--- src/rtl/vga_pattern_pkg.sv ---
`default_nettype none
// +--------------------------------------------------------------------------+
// | Module      : vga_pattern_pkg                                            |
// | Description : Shared encodings, register map, LFSR constants and default |
// |               640x480 timing for the VGA pattern engine.                 |
// | Revision    : 1.0 - initial release                                      |
// +--------------------------------------------------------------------------+
package vga_pattern_pkg;

    // Pattern generator modes held in CTRL bits 2:1
    typedef enum logic [1:0] {
        MODE_SOLID   = 2'd0,
        MODE_BARS    = 2'd1,
        MODE_CHECKER = 2'd2,
        MODE_NOISE   = 2'd3
    } mode_e;

    // Configuration register map
    localparam logic [1:0] c_addr_ctrl = 2'd0;
    localparam logic [1:0] c_addr_fg   = 2'd1;
    localparam logic [1:0] c_addr_bg   = 2'd2;
    localparam logic [1:0] c_addr_tile = 2'd3;

    // Galois LFSR for x^16+x^14+x^13+x^11+1 (right-shifting form)
    localparam logic [15:0] c_lfsr_seed = 16'hACE1;
    localparam logic [15:0] c_lfsr_taps = 16'hB400;

    // Default 640x480@60 timing
    localparam int c_h_active = 640;
    localparam int c_h_fp     = 16;
    localparam int c_h_sync   = 96;
    localparam int c_h_bp     = 48;
    localparam int c_v_active = 480;
    localparam int c_v_fp     = 10;
    localparam int c_v_sync   = 2;
    localparam int c_v_bp     = 33;

    // One LFSR step: shift right, fold the tap mask in when a one falls out
    function automatic logic [15:0] lfsr_step(input logic [15:0] s);
        lfsr_step = {1'b0, s[15:1]} ^ (s[0] ? c_lfsr_taps : 16'h0000);
    endfunction

endpackage
`default_nettype wire

--- src/rtl/vga_sync_counter.sv ---
`default_nettype none
// +--------------------------------------------------------------------------+
// | Module      : vga_sync_counter                                           |
// | Description : Horizontal/vertical raster counters with registered sync,  |
// |               data-enable, position and frame-start outputs.             |
// | Revision    : 1.0 - initial release                                      |
// +--------------------------------------------------------------------------+
module vga_sync_counter
    import vga_pattern_pkg::*;
#(
    parameter int H_ACTIVE = c_h_active,
    parameter int H_FP     = c_h_fp,
    parameter int H_SYNC   = c_h_sync,
    parameter int H_BP     = c_h_bp,
    parameter int V_ACTIVE = c_v_active,
    parameter int V_FP     = c_v_fp,
    parameter int V_SYNC   = c_v_sync,
    parameter int V_BP     = c_v_bp,
    parameter bit SYNC_POL = 1'b0
) (
    input  logic       clk,
    input  logic       rst_n,
    input  logic       i_ena,
    output logic [9:0] o_h,            // live counters for the pattern logic
    output logic [9:0] o_v,
    output logic       o_vis,          // live counters inside the visible area
    output logic       o_frame_tick,   // this enabled cycle emits frame_start
    output logic       o_hsync,
    output logic       o_vsync,
    output logic       o_de,
    output logic [9:0] o_x,
    output logic [9:0] o_y,
    output logic       o_frame_start
);

    localparam logic [9:0] c_h_last   = 10'(H_ACTIVE + H_FP + H_SYNC + H_BP - 1);
    localparam logic [9:0] c_v_last   = 10'(V_ACTIVE + V_FP + V_SYNC + V_BP - 1);
    localparam logic [9:0] c_h_act    = 10'(H_ACTIVE);
    localparam logic [9:0] c_v_act    = 10'(V_ACTIVE);
    localparam logic [9:0] c_hs_start = 10'(H_ACTIVE + H_FP);
    localparam logic [9:0] c_hs_end   = 10'(H_ACTIVE + H_FP + H_SYNC);
    localparam logic [9:0] c_vs_start = 10'(V_ACTIVE + V_FP);
    localparam logic [9:0] c_vs_end   = 10'(V_ACTIVE + V_FP + V_SYNC);

    logic [9:0] r_h;
    logic [9:0] r_v;
    logic       w_hs_on;
    logic       w_vs_on;
    logic       w_origin;

    assign w_hs_on      = (r_h >= c_hs_start) && (r_h < c_hs_end);
    assign w_vs_on      = (r_v >= c_vs_start) && (r_v < c_vs_end);
    assign w_origin     = (r_h == 10'd0) && (r_v == 10'd0);
    assign o_vis        = (r_h < c_h_act) && (r_v < c_v_act);
    assign o_frame_tick = i_ena && w_origin;
    assign o_h          = r_h;
    assign o_v          = r_v;

    // Raster position: h wraps each line, v steps on every h wrap
    always_ff @(posedge clk or negedge rst_n) begin
        if (!rst_n) begin
            r_h <= 10'd0;
            r_v <= 10'd0;
        end else if (i_ena) begin
            if (r_h == c_h_last) begin
                r_h <= 10'd0;
                r_v <= (r_v == c_v_last) ? 10'd0 : r_v + 10'd1;
            end else begin
                r_h <= r_h + 10'd1;
            end
        end
    end

    // Timing outputs describe the position held before this enabled edge
    always_ff @(posedge clk or negedge rst_n) begin
        if (!rst_n) begin
            o_hsync       <= ~SYNC_POL;
            o_vsync       <= ~SYNC_POL;
            o_de          <= 1'b0;
            o_x           <= 10'd0;
            o_y           <= 10'd0;
            o_frame_start <= 1'b0;
        end else if (i_ena) begin
            o_hsync       <= w_hs_on ? SYNC_POL : ~SYNC_POL;
            o_vsync       <= w_vs_on ? SYNC_POL : ~SYNC_POL;
            o_de          <= o_vis;
            o_x           <= r_h;
            o_y           <= r_v;
            o_frame_start <= w_origin;
        end
    end

endmodule
`default_nettype wire

--- src/rtl/vga_pattern_engine.sv ---
`default_nettype none
// +--------------------------------------------------------------------------+
// | Module      : vga_pattern_engine                                         |
// | Description : VGA timing plus test-pattern generator (solid, colour bars,|
// |               checkerboard, LFSR noise) with frame-synchronous config.   |
// |               Define VGA_PATTERN_LFSR_EN to build the noise LFSR; without|
// |               it mode 3 shows the background colour.                     |
// | Revision    : 1.0 - initial release                                      |
// +--------------------------------------------------------------------------+
module vga_pattern_engine
    import vga_pattern_pkg::*;
#(
    parameter int H_ACTIVE = c_h_active,
    parameter int H_FP     = c_h_fp,
    parameter int H_SYNC   = c_h_sync,
    parameter int H_BP     = c_h_bp,
    parameter int V_ACTIVE = c_v_active,
    parameter int V_FP     = c_v_fp,
    parameter int V_SYNC   = c_v_sync,
    parameter int V_BP     = c_v_bp,
    parameter int CBITS    = 2,
    parameter bit SYNC_POL = 1'b0
) (
    input  logic               clk,
    input  logic               rst_n,
    input  logic               ena,
    input  logic               wr_en,
    input  logic [1:0]         wr_addr,
    input  logic [7:0]         wr_data,
    output logic               hsync,
    output logic               vsync,
    output logic               de,
    output logic [3*CBITS-1:0] rgb,
    output logic [9:0]         x,
    output logic [9:0]         y,
    output logic               frame_start
);

    localparam int c_cw    = 3 * CBITS;
    localparam int c_bar_w = H_ACTIVE / 8;

    logic [9:0]      w_h;
    logic [9:0]      w_v;
    logic            w_vis;
    logic            w_frame_tick;

    logic [2:0]      r_stg_ctrl;
    logic [c_cw-1:0] r_stg_fg;
    logic [c_cw-1:0] r_stg_bg;
    logic [2:0]      r_stg_tile;
    logic [2:0]      r_act_ctrl;
    logic [c_cw-1:0] r_act_fg;
    logic [c_cw-1:0] r_act_bg;
    logic [2:0]      r_act_tile;

    logic [2:0]      w_ctrl;
    logic [c_cw-1:0] w_fg;
    logic [c_cw-1:0] w_bg;
    logic [2:0]      w_tile;
    mode_e           w_mode;
    logic [2:0]      w_bar;
    logic [3:0]      w_sh;
    logic            w_chk;
    logic [c_cw-1:0] w_noise;
    logic [c_cw-1:0] w_pix;
    logic            w_unused_data;

    vga_sync_counter #(
        .H_ACTIVE (H_ACTIVE),
        .H_FP     (H_FP),
        .H_SYNC   (H_SYNC),
        .H_BP     (H_BP),
        .V_ACTIVE (V_ACTIVE),
        .V_FP     (V_FP),
        .V_SYNC   (V_SYNC),
        .V_BP     (V_BP),
        .SYNC_POL (SYNC_POL)
    ) u_sync (
        .clk           (clk),
        .rst_n         (rst_n),
        .i_ena         (ena),
        .o_h           (w_h),
        .o_v           (w_v),
        .o_vis         (w_vis),
        .o_frame_tick  (w_frame_tick),
        .o_hsync       (hsync),
        .o_vsync       (vsync),
        .o_de          (de),
        .o_x           (x),
        .o_y           (y),
        .o_frame_start (frame_start)
    );

    // Upper write-data bits are not stored by any register
    assign w_unused_data = ^wr_data;

    // Host writes land in staging, independent of ena
    always_ff @(posedge clk or negedge rst_n) begin
        if (!rst_n) begin
            r_stg_ctrl <= 3'd0;
            r_stg_fg   <= '0;
            r_stg_bg   <= '0;
            r_stg_tile <= 3'd0;
        end else if (wr_en) begin
            case (wr_addr)
                c_addr_ctrl: r_stg_ctrl <= wr_data[2:0];
                c_addr_fg:   r_stg_fg   <= wr_data[c_cw-1:0];
                c_addr_bg:   r_stg_bg   <= wr_data[c_cw-1:0];
                default:     r_stg_tile <= wr_data[2:0];
            endcase
        end
    end

    // Active set is reloaded only on the frame-start cycle so a frame never tears;
    // a write in that same cycle sees the old staging value (non-blocking read)
    always_ff @(posedge clk or negedge rst_n) begin
        if (!rst_n) begin
            r_act_ctrl <= 3'd0;
            r_act_fg   <= '0;
            r_act_bg   <= '0;
            r_act_tile <= 3'd0;
        end else if (w_frame_tick) begin
            r_act_ctrl <= r_stg_ctrl;
            r_act_fg   <= r_stg_fg;
            r_act_bg   <= r_stg_bg;
            r_act_tile <= r_stg_tile;
        end
    end

    // Pixel (0,0) is produced in the reload cycle, so it must already use staging
    assign w_ctrl = w_frame_tick ? r_stg_ctrl : r_act_ctrl;
    assign w_fg   = w_frame_tick ? r_stg_fg   : r_act_fg;
    assign w_bg   = w_frame_tick ? r_stg_bg   : r_act_bg;
    assign w_tile = w_frame_tick ? r_stg_tile : r_act_tile;
    assign w_mode = mode_e'(w_ctrl[2:1]);

    assign w_bar  = 3'(w_h / 10'(c_bar_w));
    assign w_sh   = {1'b0, w_tile} + 4'd3;
    assign w_chk  = 1'((w_h >> w_sh) ^ (w_v >> w_sh));

`ifdef VGA_PATTERN_LFSR_EN
    logic [15:0] r_lfsr;
    logic [15:0] w_lfsr_nxt;

    assign w_lfsr_nxt = lfsr_step(r_lfsr);
    assign w_noise    = w_lfsr_nxt[c_cw-1:0];

    // Noise source free-runs on every enabled cycle regardless of mode
    always_ff @(posedge clk or negedge rst_n) begin
        if (!rst_n) begin
            r_lfsr <= c_lfsr_seed;
        end else if (ena) begin
            r_lfsr <= w_lfsr_nxt;
        end
    end
`else
    assign w_noise = w_bg;
`endif

    // Pattern selection for the live raster position
    always_comb begin
        w_pix = w_fg;
        case (w_mode)
            MODE_SOLID:   w_pix = w_fg;
            MODE_BARS:    w_pix = {{CBITS{w_bar[2]}}, {CBITS{w_bar[1]}}, {CBITS{w_bar[0]}}};
            MODE_CHECKER: w_pix = w_chk ? w_bg : w_fg;
            MODE_NOISE:   w_pix = w_noise;
        endcase
    end

    // Registered pixel, blanked outside the visible area or when output is off
    always_ff @(posedge clk or negedge rst_n) begin
        if (!rst_n) begin
            rgb <= '0;
        end else if (ena) begin
            rgb <= (w_vis && w_ctrl[0]) ? w_pix : '0;
        end
    end

endmodule
`default_nettype wire

--- config.mk ---
export PLATFORM = sky130hd
export DESIGN_NAME = vga_pattern_engine
export DESIGN_NICKNAME = d
export VERILOG_FILES = /design/src/rtl/vga_pattern_pkg.sv /design/src/rtl/vga_sync_counter.sv /design/src/rtl/vga_pattern_engine.sv
export SDC_FILE = /design/constraint.sdc
export NUM_CORES = 1
export LEC_CHECK = 0
export CORE_MARGIN = 8
export CORE_UTILIZATION = 45
export CTS_CLUSTER_DIAMETER = 120
export DETAILED_ROUTE_END_ITERATION = 10
export PLACE_DENSITY = 0.72
export SLEW_MARGIN = 20
export SYNTH_ARGS = -nofsm -noshare
export SYNTH_HDL_FRONTEND = slang
export SYNTH_HIERARCHICAL = 1
export SYNTH_SLANG_ARGS = --single-unit
--- constraint.sdc ---
create_clock -name clk -period 3.61 [get_ports clk]
set_clock_uncertainty 0.15 [all_clocks]
set_input_delay 0.722 -clock clk [delete_from_list [all_inputs] [get_ports clk]]
set_output_delay 0.722 -clock clk [all_outputs]
set_load 0.01 [all_outputs]
==> impl_summary.md <==
Run status
The run finished with clean final reports.

Worst hold path
The path category of the worst min-delay check is in2async.

Global routing
The initial antenna violation count is 0. The wire length of the first global-routing pass is 16,400 um. Entering global routing, the biggest net connects 87 pins. The number of global-route vias before repair came to 3,258. Global routing consumed, over all layers together, 15.7% of the routing resources.

After global routing the overflow that remains totals 0.

Synthesis
The fraction of post-synthesis cell area in the top cell type by area is 49.4%. The commonest register cell after synthesis is dfrtp_1. For this run, the number of Yosys warnings is 6.

The number of flops mapped to enable cells by yosys is 0. Synthesis produced a netlist whose cell count is 371. Counting flops with an async set or reset pin after synthesis yields a share of 100%. The number of library cell types mapped by synthesis is 58. In this run the mean area of a mapped cell was 11.5 sq um.

By area the synthesized netlist is led by dfrtp_1 (49%), mux2_2 (14%), nand2_1 (2.1%). After synthesis the netlist holds a flip-flop and latch count of 86. The share of the Yosys chip area taken by registers is 50.6%.

The cell taking the most area after synthesis is dfrtp_1. The post-synthesis instance area is 4260 sq um. The post-synth net total is 390.

Floorplan
The die span in y is 113 um. The number of top-level design ports is 44. The number of rows created at floorplan is 35. The die covers 12,800 sq um.

Measured along the x axis, the die boundary spans 113 um. The floorplan core area is 9200 sq um. For this configuration, the core starts out at a cell density of 46.3%.

Clocking
The clock net in this run drives a total of 86 sinks. The root buffer cell chosen for the clock tree is clkbuf_8. The number of buffers inserted for hold repair after clock tree synthesis is 0.

No sink is reached through more buffers than the 2 on the longest clock path. Once the clock tree was built, the resizer swapped 0 gates to a different size. The TritonCTS buffer count is 9. The clock slew seen by the registers of the worst setup and hold paths is 0.09 ns. The number of levels in the clock H-tree is 3.

The clock insertion delay at the later pin of the skew report is 0.35 ns. The number of setup buffers added after CTS is 0. TritonCTS built the clock tree.

Setup path
STA puts the critical path data arrival time at 3.51 ns. The kind of start point of the critical path is a flop. Along the worst path, the maximum fanout reaches 11. The worst setup path is of the reg2reg kind. STA classifies the critical path endpoint as a flop. The depth of the worst register-to-register path is 12. The required time of the worst setup path is 3.72 ns.

Cells and area
0 antenna diodes ended up in the layout. From synthesis to final layout, the design area changed by 19.8%. For this run, the post-layout net count is 444. In the layout the commonest cells are dfrtp_1 (84), mux2_2 (53), clkdlybuf4s50_1 (39).

The commonest non-fill, non-tap cell in the layout is dfrtp_1. The post-route netlist has 24.2% of its cells at a drive strength greater than 1.

Flow run
The number of max-cap violations is 0.

Timing
For the final routed database, the setup TNS stands at 0 ns. The pin slew with the least headroom to its limit is 0.794 ns. The number of slew-limit violations in the final report is 0. The final-report hold violation count is 0. The final critical path takes up 94.4% of the cycle. Based on the critical path, the design can be clocked at up to 293 MHz.

The smallest setup slack after layout is 0.202 ns. Setup repair after global routing left no endpoint under its margin. The worst slew margin relative to its limit is 47.1%.

The minimum clock period after layout is 3.41 ns. The total of endpoints with negative setup slack in the final report is 0.

Drt
The antenna violation net count after detailed routing is 0. The final layout contains routed wiring with a total length of 9650 um. The number of violations reported at the end of detailed-routing iteration 0 is 162. In the routed design, unresolved DRC markers number 0. Before antenna repair, the detailed router went through 5 iterations. After detailed routing, the number of vias per cell comes to 5.74. Dividing the detail-routed wire length by the instance count gives 17.9 um.

Across all layers, the routed design uses 3,100 vias.

Place
At the end of routability-driven placement, the weighted congestion stood at 0.815. The detailed placement HPWL is 6540 um. The pre-CTS setup slack is 0.0196 ns. The number of buffers inserted by port buffering is 41.

Power
In this run the power density over the cells is 447 nW/um^2. For this design the static power due to leakage is 2.32 nW. The worst-case IR drop observed on VDD is 0.000377 V.
critical path, cell delays in order, from the launching register on:
cell	delay (ns)
dfrtp_1	0.41
inv_1	0.11
ha_1	0.17
nor4b_2	0.26
nand4_1	0.23
nor2_4	0.23
mux2_4	0.37
mux4_2	0.43
o21a_1	0.19
xnor2_1	0.12
buf_4	0.18
or3_1	0.38
o311ai_2	0.09
registers in the layout, indices dropped and copies added (netlist names), 3 cells and up:
signal      count
u_sync/o_x     10
r_act_ctrl      3
r_act_fg        6
u_sync/o_y     10
r_stg_bg        6
r_stg_fg        6
u_sync/o_h     10
r_act_tile      3
r_act_bg        6
r_stg_tile      3
r_stg_ctrl      3
rgb             6
u_sync/o_v     10
cells in the mapped netlist (all sizes together) (5+ instances only):
cell type / number
dfrtp: 84
mux2: 54
nand2: 24
nor2: 22
nand3: 14
o21ai: 14
inv: 13
buf: 11
and3: 9
mux2i: 8
nand2b: 8
nor3: 8
xnor2: 8
o211ai: 7
nand4: 6
nor4: 6
a21oi: 5
clkbuf: 5
ha: 5
nor3b: 5
xor2: 5
cell families after synthesis:
kind of cell    count (synthesis)  share of synthesized area (%)
compound gates                 53                           9.05
flops                          86                           50.6
fa+ha+maj                       6                           1.70
simple gates                  121                           15.9
xor+xnor                       13                           2.67
buf+inv                        29                           3.20
mux                            63                           16.9
cell type report:
| class | instances | area (sq um) |
|---|---|---|
| tap | 111 | 139 |
| multi-input combinational | 256 | 1990 |
| fill | 806 | 4100 |
| sequential | 86 | 2150 |
| clock buffer | 12 | 155 |
| clock inverter | 3 | 67.6 |
| inverter | 13 | 48.8 |
| timing repair buffer | 59 | 546 |
path summary, 6_finish.rpt:
check                                               start                   endpoint  slack (ns)
worst max-delay path            u_sync/o_h[0]$_DFFE_PN0P_         rgb[2]$_DFFE_PN0P_        0.20
max in group asynchronous                           rst_n  u_sync/o_h[4]$_DFFE_PN0P_        2.49
worst min-delay path                                rst_n    r_stg_bg[0]$_DFFE_PN0P_        0.25
min in group clk                  r_stg_fg[4]$_DFFE_PN0P_    r_stg_fg[4]$_DFFE_PN0P_        0.36
worst max register to register  u_sync/o_h[0]$_DFFE_PN0P_         rgb[2]$_DFFE_PN0P_        0.20
worst min register to register    r_stg_fg[4]$_DFFE_PN0P_    r_stg_fg[4]$_DFFE_PN0P_        0.36
stage by stage:
step | instances | area, sq um | power, mW | hold slack (ns) | utilization [%]
after CTS | 540 | 5070 | 2.30 | 0.357 | 55.1
after global routing | 540 | 5100 | 2.38 | 0.337 | 55.5
after detailed placement | 525 | 4850 | 1.54 | 0.341 | 52.7
after global placement | 525 | 4850 | 1.52 | 0.329 | 52.7
final | 540 | 5100 | 2.28 | 0.251 | 55.5
after floorplan | 371 | 4260 | 1.36 | 0.276 | -
report_power, final:
group	internal (mW)	total, mW	leakage, nW	switching, mW
clock	0.424	0.757	0.109	0.332
sequential	1.06	1.13	1.10	0.0765
combinational	0.201	0.389	1.10	0.188
routing by layer:
| layer | share of wire (%) | up-vias | GRT usage [%] |
|---|---|---|---|
| met4 | 1.2 | 0 | 4.00 |
| met2 | 51 | 82 | 26.1 |
| met3 | 5.9 | 12 | 4.69 |
| met5 | 0 | - | 0 |
| met1 | 42 | 1554 | 19.5 |
| li1 | - | 1452 | - |
Power figures use the tool's default switching activity.
